[config.mk]
export PLATFORM = sky130hd
export DESIGN_NAME = vedic_mult_seq_flat
export DESIGN_NICKNAME = d
export VERILOG_FILES = /design/src/rtl/vedic_pkg.sv /design/src/rtl/vedic_mult_seq_if.sv /design/src/rtl/vedic_chunk_mult.sv /design/src/rtl/vedic_mult_seq.sv /design/src/flat_wrapper.sv
export SDC_FILE = /design/constraint.sdc
export NUM_CORES = 1
export LEC_CHECK = 0
export ABC_AREA = 0
export CAP_MARGIN = 0
export CORE_UTILIZATION = 50
export DETAILED_ROUTE_END_ITERATION = 16
export GPL_TIMING_DRIVEN = 0
export PLACE_DENSITY = 0.71
export SLEW_MARGIN = 20
export SYNTH_ARGS = -nofsm -noshare
export SYNTH_HDL_FRONTEND = slang
export SYNTH_SLANG_ARGS = --single-unit
[constraint.sdc]
create_clock -name clk -period 7.1 [get_ports clk]
set_input_delay 0.71 -clock clk [delete_from_list [all_inputs] [get_ports clk]]
set_output_delay 0.71 -clock clk [all_outputs]
set_load 0.02 [all_outputs]
[src/rtl/vedic_pkg.sv]
// Shared definitions for the sequential Vedic multiplier.
//   state_e     : controller states (IDLE, MUL, DONE)
//   calc_k      : number of CHUNK-wide slices per operand
//   calc_n      : number of partial products (K*K)
//   calc_idx_w  : width of the partial-product index counter (at least 1)
//   abs_w       : magnitude of a w-bit value, two's-complement when sgn=1
package vedic_pkg;

  typedef enum logic [1:0] {
    IDLE = 2'd0,
    MUL  = 2'd1,
    DONE = 2'd2
  } state_e;

  function automatic int calc_k(input int width, input int chunk);
    return width / chunk;
  endfunction

  function automatic int calc_n(input int width, input int chunk);
    return (width / chunk) * (width / chunk);
  endfunction

  function automatic int calc_idx_w(input int width, input int chunk);
    int n;
    n = (width / chunk) * (width / chunk);
    return (n > 1) ? $clog2(n) : 1;
  endfunction

  // The operand arrives zero-extended in v; only the low w bits are meaningful.
  // -2^(w-1) maps to 2^(w-1), which still fits in w unsigned bits.
  function automatic logic [63:0] abs_w(input logic [63:0] v, input int w, input logic sgn);
    logic [63:0] mask;
    mask = (w >= 64) ? '1 : ((64'd1 << w) - 64'd1);
    if (sgn && v[6'(w - 1)]) return (~v + 64'd1) & mask;
    return v & mask;
  endfunction

endpackage

[src/rtl/vedic_mult_seq_if.sv]
// Handshake bundle between operand source / result sink and the multiplier.
//   in_valid, in_ready, in_a, in_b, in_signed : operand channel
//   out_valid, out_ready, out_result         : result channel
//   busy                                      : accumulation in progress
// master = source/sink side, slave = multiplier side.
interface vedic_mult_seq_if #(
  parameter int WIDTH = 16
);
  logic                 in_valid;
  logic                 in_ready;
  logic [WIDTH-1:0]     in_a;
  logic [WIDTH-1:0]     in_b;
  logic                 in_signed;
  logic                 out_valid;
  logic                 out_ready;
  logic [2*WIDTH-1:0]   out_result;
  logic                 busy;

  modport master (
    output in_valid, in_a, in_b, in_signed, out_ready,
    input  in_ready, out_valid, out_result, busy
  );

  modport slave (
    input  in_valid, in_a, in_b, in_signed, out_ready,
    output in_ready, out_valid, out_result, busy
  );
endinterface

[src/rtl/vedic_chunk_mult.sv]
// Combinational WxW unsigned Vedic multiplier core.
//   a, b : W-bit unsigned operands (W a power of two, >= 2)
//   p    : 2W-bit product
// Built recursively: a 2x2 cell at the leaves, otherwise four half-width
// cores whose products are combined with shifted adds.
module vedic_chunk_mult #(
  parameter int W = 4
) (
  input  logic [W-1:0]   a,
  input  logic [W-1:0]   b,
  output logic [2*W-1:0] p
);
  if (W == 2) begin : g_leaf
    logic c1;
    // Vertical-and-crosswise on 2 bits: middle column carries into bit 2.
    assign p[0] = a[0] & b[0];
    assign p[1] = (a[1] & b[0]) ^ (a[0] & b[1]);
    assign c1   = (a[1] & b[0]) & (a[0] & b[1]);
    assign p[2] = (a[1] & b[1]) ^ c1;
    assign p[3] = (a[1] & b[1]) & c1;
  end else begin : g_tree
    localparam int H = W / 2;
    logic [W-1:0] ll, lh, hl, hh;

    vedic_chunk_mult #(.W(H)) u_ll (.a(a[H-1:0]), .b(b[H-1:0]), .p(ll));
    vedic_chunk_mult #(.W(H)) u_lh (.a(a[H-1:0]), .b(b[W-1:H]), .p(lh));
    vedic_chunk_mult #(.W(H)) u_hl (.a(a[W-1:H]), .b(b[H-1:0]), .p(hl));
    vedic_chunk_mult #(.W(H)) u_hh (.a(a[W-1:H]), .b(b[W-1:H]), .p(hh));

    assign p = (2*W)'(ll) + ((2*W)'(lh) << H) + ((2*W)'(hl) << H) + ((2*W)'(hh) << W);
  end
endmodule

[src/rtl/vedic_mult_seq.sv]
// Sequential Vedic multiplier: one CHUNKxCHUNK core is time-shared over all
// (WIDTH/CHUNK)^2 partial products, shift-accumulated one per clock.
//   clk, rst : clock, asynchronous active-high reset
//   bus      : slave side of vedic_mult_seq_if (operand/result handshakes, busy)
// Signed mode multiplies magnitudes and negates the final sum when the
// operand signs differ. Result appears exactly N edges after acceptance.
module vedic_mult_seq
  import vedic_pkg::*;
#(
  parameter int WIDTH = 16,
  parameter int CHUNK = 4
) (
  input  logic                    clk,
  input  logic                    rst,
  vedic_mult_seq_if.slave         bus
);
  localparam int K     = calc_k(WIDTH, CHUNK);
  localparam int N     = calc_n(WIDTH, CHUNK);
  localparam int IDX_W = calc_idx_w(WIDTH, CHUNK);

  state_e               state_q, state_d;
  logic [WIDTH-1:0]     a_q, a_d, b_q, b_d;
  logic                 neg_q, neg_d;
  logic [2*WIDTH-1:0]   acc_q, acc_d, res_q, res_d;
  logic [IDX_W-1:0]     idx_q, idx_d;
  logic                 in_ready_q, in_ready_d;
  logic                 out_valid_q, out_valid_d;
  logic                 busy_q, busy_d;

  logic [31:0]          ia, ib;
  logic [CHUNK-1:0]     a_chunk, b_chunk;
  logic [2*CHUNK-1:0]   core_p;
  logic [2*WIDTH-1:0]   term, acc_next;

  vedic_chunk_mult #(.W(CHUNK)) u_core (.a(a_chunk), .b(b_chunk), .p(core_p));

  // Chunk select and shift-accumulate: idx walks a's slices fastest.
  always_comb begin
    ia       = 32'(idx_q) % 32'(K);
    ib       = 32'(idx_q) / 32'(K);
    a_chunk  = CHUNK'(a_q >> (ia * CHUNK));
    b_chunk  = CHUNK'(b_q >> (ib * CHUNK));
    term     = (2*WIDTH)'(core_p) << ((ia + ib) * CHUNK);
    acc_next = acc_q + term;
  end

  always_comb begin
    state_d     = state_q;
    a_d         = a_q;
    b_d         = b_q;
    neg_d       = neg_q;
    acc_d       = acc_q;
    res_d       = res_q;
    idx_d       = idx_q;
    in_ready_d  = in_ready_q;
    out_valid_d = out_valid_q;
    busy_d      = busy_q;
    case (state_q)
      IDLE: begin
        if (bus.in_valid && in_ready_q) begin
          a_d        = WIDTH'(abs_w(64'(bus.in_a), WIDTH, bus.in_signed));
          b_d        = WIDTH'(abs_w(64'(bus.in_b), WIDTH, bus.in_signed));
          neg_d      = bus.in_signed & (bus.in_a[WIDTH-1] ^ bus.in_b[WIDTH-1]);
          acc_d      = '0;
          idx_d      = '0;
          state_d    = MUL;
          in_ready_d = 1'b0;
          busy_d     = 1'b1;
        end
      end
      MUL: begin
        acc_d = acc_next;
        idx_d = idx_q + IDX_W'(1);
        if (idx_q == IDX_W'(N - 1)) begin
          res_d       = neg_q ? (~acc_next + (2*WIDTH)'(1)) : acc_next;
          state_d     = DONE;
          busy_d      = 1'b0;
          out_valid_d = 1'b1;
        end
      end
      DONE: begin
        if (bus.out_ready) begin
          state_d     = IDLE;
          out_valid_d = 1'b0;
          in_ready_d  = 1'b1;
        end
      end
      default: begin
        state_d     = IDLE;
        in_ready_d  = 1'b1;
        out_valid_d = 1'b0;
        busy_d      = 1'b0;
      end
    endcase
  end

  always_ff @(posedge clk or posedge rst) begin
    if (rst) begin
      state_q     <= IDLE;
      a_q         <= '0;
      b_q         <= '0;
      neg_q       <= 1'b0;
      acc_q       <= '0;
      res_q       <= '0;
      idx_q       <= '0;
      in_ready_q  <= 1'b1;
      out_valid_q <= 1'b0;
      busy_q      <= 1'b0;
    end else begin
      state_q     <= state_d;
      a_q         <= a_d;
      b_q         <= b_d;
      neg_q       <= neg_d;
      acc_q       <= acc_d;
      res_q       <= res_d;
      idx_q       <= idx_d;
      in_ready_q  <= in_ready_d;
      out_valid_q <= out_valid_d;
      busy_q      <= busy_d;
    end
  end

  assign bus.in_ready   = in_ready_q;
  assign bus.out_valid  = out_valid_q;
  assign bus.out_result = res_q;
  assign bus.busy       = busy_q;

endmodule
[src/flat_wrapper.sv]
// flat-port wrapper written by rule: the top's interface ports become plain ports
module vedic_mult_seq_flat import vedic_pkg::*;
#(
  parameter int WIDTH = 16,
  parameter int CHUNK = 4
)
  (clk, rst, bus_in_valid, bus_in_a, bus_in_b, bus_in_signed, bus_out_ready, bus_in_ready, bus_out_valid, bus_out_result, bus_busy);
  vedic_mult_seq_if #(.WIDTH(WIDTH)) bus_i ();
  input  logic clk;
  input  logic rst;
  input wire logic [$bits(bus_i.in_valid)-1:0] bus_in_valid;
  input wire logic [$bits(bus_i.in_a)-1:0] bus_in_a;
  input wire logic [$bits(bus_i.in_b)-1:0] bus_in_b;
  input wire logic [$bits(bus_i.in_signed)-1:0] bus_in_signed;
  input wire logic [$bits(bus_i.out_ready)-1:0] bus_out_ready;
  output wire logic [$bits(bus_i.in_ready)-1:0] bus_in_ready;
  output wire logic [$bits(bus_i.out_valid)-1:0] bus_out_valid;
  output wire logic [$bits(bus_i.out_result)-1:0] bus_out_result;
  output wire logic [$bits(bus_i.busy)-1:0] bus_busy;
  assign bus_i.in_valid = bus_in_valid;
  assign bus_i.in_a = bus_in_a;
  assign bus_i.in_b = bus_in_b;
  assign bus_i.in_signed = bus_in_signed;
  assign bus_i.out_ready = bus_out_ready;
  assign bus_in_ready = bus_i.in_ready;
  assign bus_out_valid = bus_i.out_valid;
  assign bus_out_result = bus_i.out_result;
  assign bus_busy = bus_i.busy;
  vedic_mult_seq #(.WIDTH(WIDTH), .CHUNK(CHUNK)) u_core (.clk(clk), .rst(rst), .bus(bus_i));
endmodule
==> reports/qor.csv <==
stage,metric,value,unit
synth,Synth Instances,1024,
clock_tree,CTS max path bufs,2,
sta,max-slew violations,0,
clock_tree,Clock Latency Late Sink,0.36,ns
synth,main flop type after synthesis,dfrtp_1,
routing,total number of vias,7704,
global_route,first-pass GRT wire length,35340,µm
synth,fraction of registers with async set/reset,100.0,%
sta,actual slew at the worst max-slew pin,0.9470,ns
cells_and_area,"commonest non-fill, non-tap cells in the layout","nand2_1, o21ai_0, dfrtp_1",
sta,Final min period,6.790,ns
setup_path,R2R Path Start,u_core.idx_q[2]$_DFFE_PP0P_,
cells_and_area,Finished Layout Cells,1348,
setup_path,Worst path slowest cell,or4_1,
cells_and_area,"commonest non-fill, non-tap cell in the layout",nand2_1,
clock_tree,CTS tree,done,
sta,Sum Neg Setup Slack,0,ns
setup_path,CP max FO,8,
sta,# setup viols final,0,
cells_and_area,ant diodes,0,
sta,"Hold Vio Cnt, Final",0,
routing,DR WL/cell,16.61,µm
setup_path,"Req. time, crit path",7.32,ns
global_route,"Remaining Overflow, GRT",0,
routing,vias per inst,5.715,
synth,register area share after synthesis,32.16,%
placed_design,PortBufs,71,
global_route,global-route usage over all layers,27.16,%
placed_design,DPL Wire Length,17250,µm
synth,Mapped Area,8253,µm²
cells_and_area,Final #Nets,1219,
floorplanning,I/O pins,72,
routing,drt pass-1 iters,5,
routing,Antenna Nets Post-Route,0,
hold_path,hold_sp,u_core.b_q[9]$_DFFE_PP0P_,
synth,syn nets,1116,
sta,Clock Skew,0.009092,ns
floorplanning,core box area,16000,µm²
clock_tree,Clock Sinks,106,
synth,"EDFF count, synth",0,
clock_tree,hold buffers post-CTS,0,
floorplanning,Die W,130.5,µm
floorplanning,die area,17020,µm²
cells_and_area,fin area,9956,µm²
setup_path,Critical Path Source,u_core.idx_q[2]$_DFFE_PP0P_,
sta,Rel. slew slack,36.38,%
clock_tree,"CTS clk-pin slew, worst paths",0.07,ns
cells_and_area,Synth-to-Final Area Change,20.63,%
placed_design,dpl cell area,9266,µm²
sta,fin crit share,95.63,%
setup_path,Buf/Inv on CP,4,
routing,drt total wl,22390,µm
cells_and_area,Fillers,1512,
floorplanning,Rows,46,
placed_design,placed cell count,1312,
power_and_ir_drop,Leak,4.217,nW
run_status,status,"complete, no violations",
sta,f_max,0.1473,GHz
global_route,largest net degree at the start of global routing,73,
setup_path,Worst path top cell family by delay,simple AND/OR/NAND/NOR gates,
power_and_ir_drop,worst vdd ir,0.2199,mV
clock_tree,Max H-tree Level,3,
synth,Syn Area/Cell,8.059,µm²
power_and_ir_drop,pwr dens,473.3,nW/µm²
cells_and_area,share of layout cells above drive strength 1,9.894,%
routing,initial detailed-routing violation count,586,
routing,DRC violation count after routing,0,
sta,worst hold slack,0.4765,ns
setup_path,critical path class,reg2reg,
hold_path,Hold Path Class,reg2reg,
flow_run,Max-Cap Viols,0,
setup_path,Slowest Stage Delay on Critical Path,0.55,ns
floorplanning,Initial Util,51.58,%
power_and_ir_drop,"Power, Total",4.712,mW
setup_path,critical path data arrival time,7.01,ns
synth,count of cell types in the netlist,76,
floorplanning,Vert. Die Dim,130.5,µm
synth,Seq cells post-synth,106,
setup_path,CP endpoint kind,flip-flop,
synth,Yosys warning count,0,
clock_tree,root buf cell,clkbuf_16,
global_route,vias in the first global route,7111,
global_route,initial antenna violation count,1,
setup_path,Worst setup SP type,flip-flop,
placed_design,GP Congestion,0.9496,
clock_tree,cts bufs inserted,9,
==> what timing repair did <==
item | CTS | global route
pin swaps | 2 | 31
setup buffers | 2 | 21
endpoints found under the setup margin | 14 | 14
resized for setup | 8 | 53
==> worst paths after layout <==
| kind | endpoint | slack, ns | cells after the start |
|---|---|---|---|
| max in group asynchronous | u_core.bus.in_ready$_DFFE_PP1P_ | 5.73 | 3 |
| min in group asynchronous | u_core.bus.out_result[3]$_DFFE_PP0P_ | 0.71 | 2 |
| worst max register to register | u_core.bus.out_result[31]$_DFFE_PP0P_ | 0.31 | 26 |
| worst max-delay path | u_core.bus.out_result[31]$_DFFE_PP0P_ | 0.31 | 26 |
| worst min-delay path | u_core.b_q[9]$_DFFE_PP0P_ | 0.48 | 2 |
| worst min register to register | u_core.b_q[9]$_DFFE_PP0P_ | 0.48 | 2 |
==> area by class of cell <==
type                       count  area, µm²  area share [%]
buffer                        51      212.7           2.136
timing repair buffer          95      927.1           9.313
inverter                      36      140.1           1.408
multi-input combinational    828       5469           54.93
sequential                   106       2656           26.68
clock buffer                  12      246.5           2.476
clock inverter                 4      33.78          0.3393
tap                          216      270.3           2.715
==> state kept, by name, indices dropped and copies added (netlist names) <==
| name | flops |
|---|---|
| u_core.bus.out_valid | 1 |
| u_core.bus.busy | 1 |
| u_core.bus.out_result | 32 |
| u_core.state_q | 2 |
| u_core.neg_q | 1 |
| u_core.b_q | 16 |
| u_core.idx_q | 4 |
| u_core.acc_q | 32 |
| u_core.a_q | 16 |
| u_core.bus.in_ready | 1 |
==> report_power, final <==
part | switching (mW) | internal, mW | total (mW) | leakage, nW
clock network | 0.240 | 0.252 | 0.493 | 0.134
registers | 0.149 | 0.831 | 0.981 | 1.38
logic | 1.92 | 1.31 | 3.24 | 2.71
total | 2.31 | 2.40 | 4.71 | 4.22
==> routing by layer <==
layer | track usage [%] | vias up | part of all wire (%) | wire (µm)
met5 | 0 | - | 0.063 | 14
met4 | 12.44 | 2 | 4.0 | 901
met3 | 4.072 | 52 | 5.0 | 1128
met2 | 45.40 | 237 | 47 | 10570
met1 | 34.78 | 3574 | 44 | 9772
li1 | - | 3839 | - | -
==> cells in the mapped netlist, types with 8 or more instances <==
cell type / count / area share, %
clkbuf_1: 45 / 2.0
dfrtp_1: 105 / 32
xor2_1: 36 / 3.8
o31ai_1: 16 / 1.5
or3_1: 9 / 0.68
nand3_1: 45 / 2.7
nand4_1: 16 / 1.2
nand2_1: 152 / 6.9
and2_1: 23 / 1.7
xnor2_1: 42 / 4.5
nor2_1: 78 / 3.5
mux4_2: 8 / 2.2
inv_1: 36 / 1.6
a21oi_1: 51 / 3.1
nand2b_1: 12 / 0.91
ha_1: 48 / 7.3
nor3_1: 26 / 1.6
a21o_1: 8 / 0.73
o21ai_0: 122 / 7.4
o21ai_1: 8 / 0.49
==> worst reg2reg max path, stage by stage (launching register included) <==
cell      delay [ns]
dfrtp_2         0.46
buf_6           0.13
mux4_2          0.54
and2_4          0.18
ha_2            0.19
ha_4            0.26
inv_2           0.03
fa_1            0.54
inv_1           0.05
ha_1            0.28
a21o_1          0.18
a21oi_2         0.14
xor2_1          0.25
mux2_4          0.23
nor2_2          0.05
ha_1            0.31
buf_6           0.15
a21oi_4         0.18
nor2_4          0.06
or3_4           0.40
or4_1           0.55
a32oi_1         0.33
nand4_1         0.22
nand4b_1        0.38
o31ai_2         0.34
xnor2_1         0.15
o21ai_1         0.07
==> stage by stage <==
stage	setup WS, ns	utilization, %
2_1_floorplan	0.6520	-
3_3_place_gp	-0.6467	57.71
3_5_place_dp	-0.7031	57.91
4_1_cts	0.01579	59.92
5_1_grt	-0.04087	62.22
6_report	0.3101	62.22
==> cell families (layout without fill, tap and decap cells) <==
logic type / after synthesis / count (layout) / share of synthesized area [%]
AND/OR/NAND/NOR: 412 / 412 / 23.92
AO/OA/AOI/OAI: 272 / 272 / 19.86
flip-flops: 106 / 106 / 32.16
buffers and inverters: 90 / 198 / 4.245
XOR/XNOR: 78 / 78 / 8.278
adder cells (fa/ha/maj): 55 / 55 / 8.975
multiplexers: 11 / 11 / 2.562
(Power assumes the default switching activity.)
